## config.mk

```make
export PLATFORM = sky130hd
export DESIGN_NAME = config_stream_decoder_flat
export DESIGN_NICKNAME = d
export VERILOG_FILES = /design/src/rtl/config_stream_decoder_pkg.sv /design/src/rtl/config_stream_decoder_if.sv /design/src/rtl/config_stream_decoder_fifo.sv /design/src/rtl/config_stream_decoder.sv /design/src/flat_wrapper.sv
export SDC_FILE = /design/constraint.sdc
export NUM_CORES = 1
export LEC_CHECK = 0
export BUFFER_PORTS_ARGS = -buffer_cell sky130_fd_sc_hd__buf_2
export CAP_MARGIN = 20
export CORE_UTILIZATION = 63
export CTS_CLUSTER_DIAMETER = 150
export DETAILED_ROUTE_END_ITERATION = 10
export HOLD_SLACK_MARGIN = 0.02
export PLACE_DENSITY = 0.85
export SYNTH_ARGS = -nofsm -noshare
export SYNTH_HDL_FRONTEND = slang
export SYNTH_SLANG_ARGS = --single-unit
```

## constraint.sdc

```tcl
create_clock -name clk -period 8.66 [get_ports clk]
set_input_delay 1.299 -clock clk [delete_from_list [all_inputs] [get_ports clk]]
set_output_delay 1.299 -clock clk [all_outputs]
set_load 0.1 [all_outputs]
```

## src/rtl/config_stream_decoder_pkg.sv

```systemverilog
// Shared config-bus widths, payload types and register offsets for the
// config stream decoder.
package config_stream_decoder_pkg;

  localparam int AXI_ADDR_BITS  = 32;
  localparam int AXIL_DATA_BITS = 64;

  typedef logic [7:0] type_t;

  typedef struct packed {
    logic [63:0] vaddr;
    logic [31:0] size;
  } buffer_t;

  // Byte offsets from ADDR_BASE, one 8-byte slot per register.
  localparam logic [AXI_ADDR_BITS-1:0] REG_IN_SELECT  = 'h00;
  localparam logic [AXI_ADDR_BITS-1:0] REG_OUT_SELECT = 'h08;
  localparam logic [AXI_ADDR_BITS-1:0] REG_TYPE       = 'h10;
  localparam logic [AXI_ADDR_BITS-1:0] REG_VADDR      = 'h18;
  localparam logic [AXI_ADDR_BITS-1:0] REG_SIZE       = 'h20;
  localparam logic [AXI_ADDR_BITS-1:0] REG_ERR_CLEAR  = 'h28;

endpackage

```

## src/rtl/config_stream_decoder_if.sv

```systemverilog
// Config write bus (no backpressure) and a generic ready/valid channel.
interface config_i;
  logic                                                 valid;
  logic [config_stream_decoder_pkg::AXI_ADDR_BITS-1:0]  addr;
  logic [config_stream_decoder_pkg::AXIL_DATA_BITS-1:0] data;

  modport s (input valid, addr, data);
  modport m (output valid, addr, data);
endinterface

interface ready_valid_i #(
  parameter int W = 1
);
  logic         valid;
  logic         ready;
  logic [W-1:0] data;

  modport m (output valid, data, input ready);
  modport s (input valid, data, output ready);
endinterface

```

## src/rtl/config_stream_decoder_fifo.sv

```systemverilog
// Registered-head FIFO for one decoder output channel; a push into a full
// FIFO is dropped unless a pop frees a slot in the same cycle.
module config_fifo #(
  parameter type T     = logic,
  parameter int  DEPTH = 4
) (
  input  logic clk,
  input  logic rst,
  input  logic push,
  input  T     push_data,
  input  logic ready,
  output logic valid,
  output T     head,
  output logic drop
);

  localparam int PW = $clog2(DEPTH);
  localparam int CW = PW + 1;

  T              mem [DEPTH];
  logic [PW-1:0] wr_ptr;
  logic [PW-1:0] rd_ptr;
  logic [CW-1:0] count;
  logic [CW-1:0] count_next;
  logic          full;
  logic          pop;
  logic          accept;

  assign full   = (count == CW'(DEPTH));
  assign valid  = (count != '0);
  assign pop    = valid && ready;
  assign accept = push && (!full || pop);
  assign drop   = push && full && !pop;
  assign head   = mem[rd_ptr];

  always_comb begin
    // NOTE: default first so every path assigns count_next; no latch.
    count_next = count;
    unique case ({accept, pop})
      2'b10:   count_next = count + CW'(1);
      2'b01:   count_next = count - CW'(1);
      default: count_next = count;
    endcase
  end

  // NOTE: non-blocking assignments in clocked logic so every register
  // samples pre-edge values regardless of statement order.
  always_ff @(posedge clk) begin
    if (rst) begin
      wr_ptr <= '0;
      rd_ptr <= '0;
      count  <= '0;
    end else begin
      if (accept) wr_ptr <= wr_ptr + PW'(1);
      if (pop)    rd_ptr <= rd_ptr + PW'(1);
      count <= count_next;
    end
  end

  // NOTE: storage is deliberately not reset; the count alone defines which
  // entries are live, so stale contents are never presented as valid.
  always_ff @(posedge clk) begin
    if (accept) mem[wr_ptr] <= push_data;
  end

endmodule

```

## src/rtl/config_stream_decoder.sv

```systemverilog
// Decodes config-bus writes into four queued ready/valid channels with sticky
// drop flags. The stream-type channel is named stream_type; `type` is reserved.
module config_stream_decoder
  import config_stream_decoder_pkg::*;
#(
  parameter logic [AXI_ADDR_BITS-1:0] ADDR_BASE    = '0,
  parameter int                       SELECT_WIDTH = 4,
  parameter int                       FIFO_DEPTH   = 4
) (
  input  logic         clk,
  input  logic         rst,
  config_i.s           cfg,
  ready_valid_i.m      in_select,
  ready_valid_i.m      out_select,
  ready_valid_i.m      stream_type,
  ready_valid_i.m      buffer,
  output logic [3:0]   err
);

  logic [AXI_ADDR_BITS-1:0] offset;
  logic                     wr;
  logic                     hit_in, hit_out, hit_type, hit_vaddr, hit_size, hit_clr;
  logic                     push_buf, size_orphan;
  logic [63:0]              vaddr_q;
  logic                     vaddr_pending;
  buffer_t                  buf_push_data;
  logic [3:0]               err_set, err_clr;

  logic [SELECT_WIDTH-1:0]  sel_data, in_head, out_head;
  type_t                    type_data, type_head;
  buffer_t                  buf_head;
  logic                     in_valid, out_valid, type_valid, buf_valid;
  logic                     in_drop, out_drop, type_drop, buf_drop;

  // A write coincident with reset is discarded outright.
  assign wr        = cfg.valid && !rst;
  assign offset    = cfg.addr - ADDR_BASE;
  assign hit_in    = wr && (offset == REG_IN_SELECT);
  assign hit_out   = wr && (offset == REG_OUT_SELECT);
  assign hit_type  = wr && (offset == REG_TYPE);
  assign hit_vaddr = wr && (offset == REG_VADDR);
  assign hit_size  = wr && (offset == REG_SIZE);
  assign hit_clr   = wr && (offset == REG_ERR_CLEAR);

  assign push_buf    = hit_size && vaddr_pending;
  assign size_orphan = hit_size && !vaddr_pending;

  assign sel_data      = cfg.data[SELECT_WIDTH-1:0];
  assign type_data     = type_t'(cfg.data[$bits(type_t)-1:0]);
  assign buf_push_data = '{vaddr: vaddr_q, size: cfg.data[31:0]};

  assign err_set = {buf_drop | size_orphan, type_drop, out_drop, in_drop};
  assign err_clr = hit_clr ? cfg.data[3:0] : 4'b0000;

  always_ff @(posedge clk) begin
    if (rst) begin
      vaddr_q       <= '0;
      vaddr_pending <= 1'b0;
      err           <= '0;
    end else begin
      if (hit_vaddr) begin
        vaddr_q       <= cfg.data[63:0];
        vaddr_pending <= 1'b1;
      end else if (hit_size) begin
        vaddr_pending <= 1'b0;
      end
      // Set wins over clear when both land in the same cycle.
      err <= (err & ~err_clr) | err_set;
    end
  end

  config_fifo #(.T(logic [SELECT_WIDTH-1:0]), .DEPTH(FIFO_DEPTH)) u_in_fifo (
    .clk(clk), .rst(rst), .push(hit_in), .push_data(sel_data),
    .ready(in_select.ready), .valid(in_valid), .head(in_head), .drop(in_drop)
  );

  config_fifo #(.T(logic [SELECT_WIDTH-1:0]), .DEPTH(FIFO_DEPTH)) u_out_fifo (
    .clk(clk), .rst(rst), .push(hit_out), .push_data(sel_data),
    .ready(out_select.ready), .valid(out_valid), .head(out_head), .drop(out_drop)
  );

  config_fifo #(.T(type_t), .DEPTH(FIFO_DEPTH)) u_type_fifo (
    .clk(clk), .rst(rst), .push(hit_type), .push_data(type_data),
    .ready(stream_type.ready), .valid(type_valid), .head(type_head), .drop(type_drop)
  );

  config_fifo #(.T(buffer_t), .DEPTH(FIFO_DEPTH)) u_buf_fifo (
    .clk(clk), .rst(rst), .push(push_buf), .push_data(buf_push_data),
    .ready(buffer.ready), .valid(buf_valid), .head(buf_head), .drop(buf_drop)
  );

  assign in_select.valid   = in_valid;
  assign in_select.data    = in_head;
  assign out_select.valid  = out_valid;
  assign out_select.data   = out_head;
  assign stream_type.valid = type_valid;
  assign stream_type.data  = type_head;
  assign buffer.valid      = buf_valid;
  assign buffer.data       = buf_head;

endmodule

```

## src/flat_wrapper.sv

```systemverilog
// flat-port wrapper written by rule: the top's interface ports become plain ports
module config_stream_decoder_flat import config_stream_decoder_pkg::*;
#(
  parameter logic [AXI_ADDR_BITS-1:0] ADDR_BASE    = '0,
  parameter int                       SELECT_WIDTH = 4,
  parameter int                       FIFO_DEPTH   = 4
)
  (clk, rst, err, cfg_valid, cfg_addr, cfg_data, in_select_valid, in_select_data, in_select_ready, out_select_valid, out_select_data, out_select_ready, stream_type_valid, stream_type_data, stream_type_ready, buffer_valid, buffer_data, buffer_ready);
  config_i cfg_i ();
  ready_valid_i #(.W((4))) in_select_i ();
  ready_valid_i #(.W((4))) out_select_i ();
  ready_valid_i #(.W($bits(type_t))) stream_type_i ();
  ready_valid_i #(.W($bits(buffer_t))) buffer_i ();
  input  logic clk;
  input  logic rst;
  output logic [3:0] err;
  input wire logic [$bits(cfg_i.valid)-1:0] cfg_valid;
  input wire logic [$bits(cfg_i.addr)-1:0] cfg_addr;
  input wire logic [$bits(cfg_i.data)-1:0] cfg_data;
  output wire logic [$bits(in_select_i.valid)-1:0] in_select_valid;
  output wire logic [$bits(in_select_i.data)-1:0] in_select_data;
  input wire logic [$bits(in_select_i.ready)-1:0] in_select_ready;
  output wire logic [$bits(out_select_i.valid)-1:0] out_select_valid;
  output wire logic [$bits(out_select_i.data)-1:0] out_select_data;
  input wire logic [$bits(out_select_i.ready)-1:0] out_select_ready;
  output wire logic [$bits(stream_type_i.valid)-1:0] stream_type_valid;
  output wire logic [$bits(stream_type_i.data)-1:0] stream_type_data;
  input wire logic [$bits(stream_type_i.ready)-1:0] stream_type_ready;
  output wire logic [$bits(buffer_i.valid)-1:0] buffer_valid;
  output wire logic [$bits(buffer_i.data)-1:0] buffer_data;
  input wire logic [$bits(buffer_i.ready)-1:0] buffer_ready;
  assign cfg_i.valid = cfg_valid;
  assign cfg_i.addr = cfg_addr;
  assign cfg_i.data = cfg_data;
  assign in_select_valid = in_select_i.valid;
  assign in_select_data = in_select_i.data;
  assign in_select_i.ready = in_select_ready;
  assign out_select_valid = out_select_i.valid;
  assign out_select_data = out_select_i.data;
  assign out_select_i.ready = out_select_ready;
  assign stream_type_valid = stream_type_i.valid;
  assign stream_type_data = stream_type_i.data;
  assign stream_type_i.ready = stream_type_ready;
  assign buffer_valid = buffer_i.valid;
  assign buffer_data = buffer_i.data;
  assign buffer_i.ready = buffer_ready;
  config_stream_decoder #(.ADDR_BASE(ADDR_BASE), .SELECT_WIDTH(SELECT_WIDTH), .FIFO_DEPTH(FIFO_DEPTH)) u_core (.clk(clk), .rst(rst), .cfg(cfg_i), .in_select(in_select_i), .out_select(out_select_i), .stream_type(stream_type_i), .buffer(buffer_i), .err(err));
endmodule
```

==> impl_metrics.sql <==
INSERT INTO impl_metrics (metric_group, metric, value, unit) VALUES
('detailed_routing', 'postRouteWirelength', '41000', 'um'),
('worst_hold_path', 'holdCritPathClass', 'register to register', ''),
('pwr', 'ir_worst_vdd', '185', 'uV'),
('detailed_routing', 'top_signal_layer_used', 'met4', ''),
('status', 'run_status', 'complete, no violations', ''),
('yosys', 'yosys-mux-area-fraction', '12.7', '%'),
('yosys', 'fraction_of_the_mapped_netlist_area_in_adder_cells', '1.49', '%'),
('grt', 'via_count_of_the_first_global_routing_pass', '11218', ''),
('detailed_routing', 'met2RoutedLength', '21900', 'um'),
('yosys', 'syn-instance-count', '1107', ''),
('sta', 'setup_violations', '0', ''),
('critical_path', 'data_required_time_at_the_worst_endpoint', '7.36', 'ns'),
('detailed_routing', 'post_drt_via_cell_ratio', '5.87', ''),
('sta', 'final-max-slew-violation-count', '0', ''),
('yosys', 'synth_top_flop_cell', 'edfxtp_1', ''),
('layout', 'fillerInstances', '1774', ''),
('layout', 'syn_to_final_growth', '16.2', '%'),
('layout', 'utilization', '75.1', '%'),
('sta', 'setup_total_negative_slack', '0', 'ns'),
('clock_network', 'cts_root_buffer', 'clkbuf_16', ''),
('sta', 'post-route-min-period', '4.54', 'ns'),
('sta', 'timing.slew.headroom', '24.0', '%'),
('sta', 'worst_slew_pin_slew', '1.14', 'ns'),
('place', 'place_hpwl', '22400', 'um'),
('place', 'port_buffer_cells', '222', ''),
('layout', 'area_occupied_by_multi_input_gates', '4710', 'sq um'),
('yosys', 'postSynthNetCount', '1232', ''),
('layout', 'layout.area.seq', '15600', 'sq um'),
('pwr', 'static-leakage-power', '7.09', 'nW'),
('detailed_routing', 'met3_wirelength', '2280', 'um'),
('sta', 'max_clock_freq', '221', 'MHz'),
('clock_network', 'cts-root-to-sink-buffers', '3', ''),
('clock_network', 'clock_pin_slew_worst_setup_and_hold_paths', '0.07', 'ns'),
('yosys', 'main_combinational_cell_family_by_area_after_synthesis', 'multiplexers', ''),
('yosys', 'synth.ff_latch_count', '553', ''),
('grt', 'grt_pass1_wl', '61500', 'um'),
('grt', 'grt_overflow', '0', ''),
('detailed_routing', 'vias', '10695', ''),
('critical_path', 'crit_arrival', '3.24', 'ns'),
('floorplan', 'std_cell_core_area', '31800', 'sq um'),
('clock_network', 'post_cts_resized', '0', ''),
('layout', 'nets', '1468', ''),
('sta', 'fin_skew', '0.0152', 'ns'),
('pwr', 'total_power', '5.37', 'mW'),
('clock_network', 'cts_setup_buffers', '0', ''),
('layout', 'post_route_cells_drive_above_1_share', '32.4', '%'),
('sta', 'rsz0062_at_grt', 'false', ''),
('detailed_routing', 'post-route-drc-count', '0', ''),
('critical_path', 'worstPathMaxFanout', '45', ''),
('yosys', 'yosys.area_share.simple', '5.90', '%'),
('clock_network', 'cts-buffers-inserted', '52', ''),
('critical_path', 'startpoint_type', 'register', ''),
('grt', 'globalRouteTotalUtil', '24.7', '%'),
('floorplan', 'floorplan.initialDensity', '64.6', '%'),
('floorplan', 'placementRows', '65', ''),
('job', 'max_cap_viol_count', '0', ''),
('clock_network', 'clk_latency', '0.56', 'ns'),
('sta', 'final_hold_violation_count', '0', ''),
('yosys', 'unique_masters_post_synth', '44', ''),
('clock_network', 'cts_tree', 'yes', ''),
('yosys', 'syn_area', '20500', 'sq um'),
('grt', 'initial_antenna_violation_count', '1', ''),
('sta', 'final_min_period_over_clock_period', '52.4', '%'),
('yosys', 'synth_xor_area_share', '0.767', '%'),
('yosys', 'synth_compound_gate_area_share', '2.02', '%'),
('clock_network', 'hold_buf_cts', '0', ''),
('layout', 'layout_commonest_cell', 'edfxtp_1', ''),
('detailed_routing', 'drt_iter0_markers', '947', ''),
('detailed_routing', 'detail_route.first_pass.iterations', '5', ''),
('place', 'routabilityCongestion', '0.787', ''),
('yosys', 'synth.yosys.seq_area_share', '75.7', '%');
synth_stat cells (all sizes together) (2+ instances only):
| cell | n | area [sq um] |
|---|---|---|
| o21ai | 2 | 10.0 |
| nor3 | 4 | 20.0 |
| fa | 4 | 80.1 |
| xnor2 | 10 | 87.6 |
| nand4 | 2 | 27.5 |
| or4 | 2 | 18.8 |
| or3 | 6 | 37.5 |
| and3 | 2 | 12.5 |
| mux2i | 5 | 50.1 |
| nor4b | 4 | 50.1 |
| nor2b | 3 | 18.8 |
| nand2 | 142 | 533 |
| nor3b | 2 | 20.0 |
| buf | 27 | 125 |
| a21oi | 73 | 365 |
| xor2 | 8 | 70.1 |
| nor4 | 9 | 138 |
| clkbuf | 25 | 93.8 |
| ha | 18 | 225 |
| nor2 | 35 | 131 |
| mux2 | 3 | 33.8 |
| inv | 20 | 75.1 |
| a21o | 2 | 15.0 |
| edfxtp | 448 | 13500 |
| or4b | 2 | 20.0 |
| and2 | 20 | 125 |
| nand3 | 5 | 25.0 |
| nand3b | 2 | 18.8 |
| mux4 | 112 | 2520 |
| dfxtp | 105 | 2100 |
metal layers:
metal | vias to the layer above | global-route usage (%)
met5 | - | 0
met2 | 445 | 44.0
met3 | 60 | 3.53
met4 | 0 | 8.37
met1 | 5453 | 31.1
li1 | 4737 | -
registers in the layout (all words and copies together), names as in the netlist, 3 cells and up, named ones only:
name,cells
u_core.u_out_fifo.mem,16
u_core.u_out_fifo.count,3
u_core.u_type_fifo.count,3
u_core.u_in_fifo.count,3
u_core.vaddr_q,64
u_core.err,4
u_core.u_buf_fifo.mem,384
u_core.u_in_fifo.mem,16
u_core.u_type_fifo.mem,32
u_core.u_buf_fifo.count,3
power breakdown:
group	total, mW	internal [mW]	switching (mW)
clock	2.26	1.32	0.940
sequential	2.87	2.85	0.0160
combinational	0.241	0.0680	0.174
total	5.37	4.24	1.13
worst max-delay path, stage by stage (launching register included):
cell and delay [ns]:
dfxtp_4 0.94, buf_4 0.37, buf_16 0.34, mux4_2 0.61, buf_2 0.32
final cells by class:
cell class | instances | share of cell area, %
Antenna cell | 1 | 0.0105
Clock buffer | 65 | 5.82
Clock inverter | 32 | 1.37
Inverter | 20 | 0.314
Multi-Input combinational cell | 482 | 19.7
Sequential cell | 553 | 65.2
Tap cell | 435 | 2.28
Timing Repair Buffer | 234 | 5.29
path summary, 6_finish.rpt:
path,startpoint,end,slack [ns],cells past startpoint
max,register,buffer_data[77],4.12,4
min,u_core.err[0]$_SDFF_PP0_,u_core.err[0]$_SDFF_PP0_,0.47,2
max reg2reg,u_core.u_buf_fifo.count[1]$_SDFFE_PP0P_,u_core.u_buf_fifo.mem[2][52]$_DFFE_PP_,5.64,5
min reg2reg,u_core.err[0]$_SDFF_PP0_,u_core.err[0]$_SDFF_PP0_,0.47,2
through the flow:
| stage | cells | setup slack [ns] | hold WS, ns | instance area, sq um |
|---|---|---|---|---|
| after floorplan | 1107 | 3.66 | 0.460 | 20500 |
| after global placement | 1721 | 4.25 | 0.445 | 22100 |
| after detailed placement | 1721 | 4.17 | 0.453 | 22100 |
| after CTS | 1818 | 3.70 | 0.470 | 23800 |
| after global routing | 1822 | 3.89 | 0.490 | 23900 |
| final | 1822 | 4.12 | 0.468 | 23900 |
cell families after synthesis:
| family | Yosys count |
|---|---|
| buffers and inverters | 72 |
| xor gates and xnor gates | 18 |
| adders and majority gates | 22 |
| and+or+nand+nor | 242 |
| DFF | 553 |
| muxes | 120 |
| AOI/OAI and AO/OA | 80 |
Note: power is estimated with default switching activity, not from simulation.
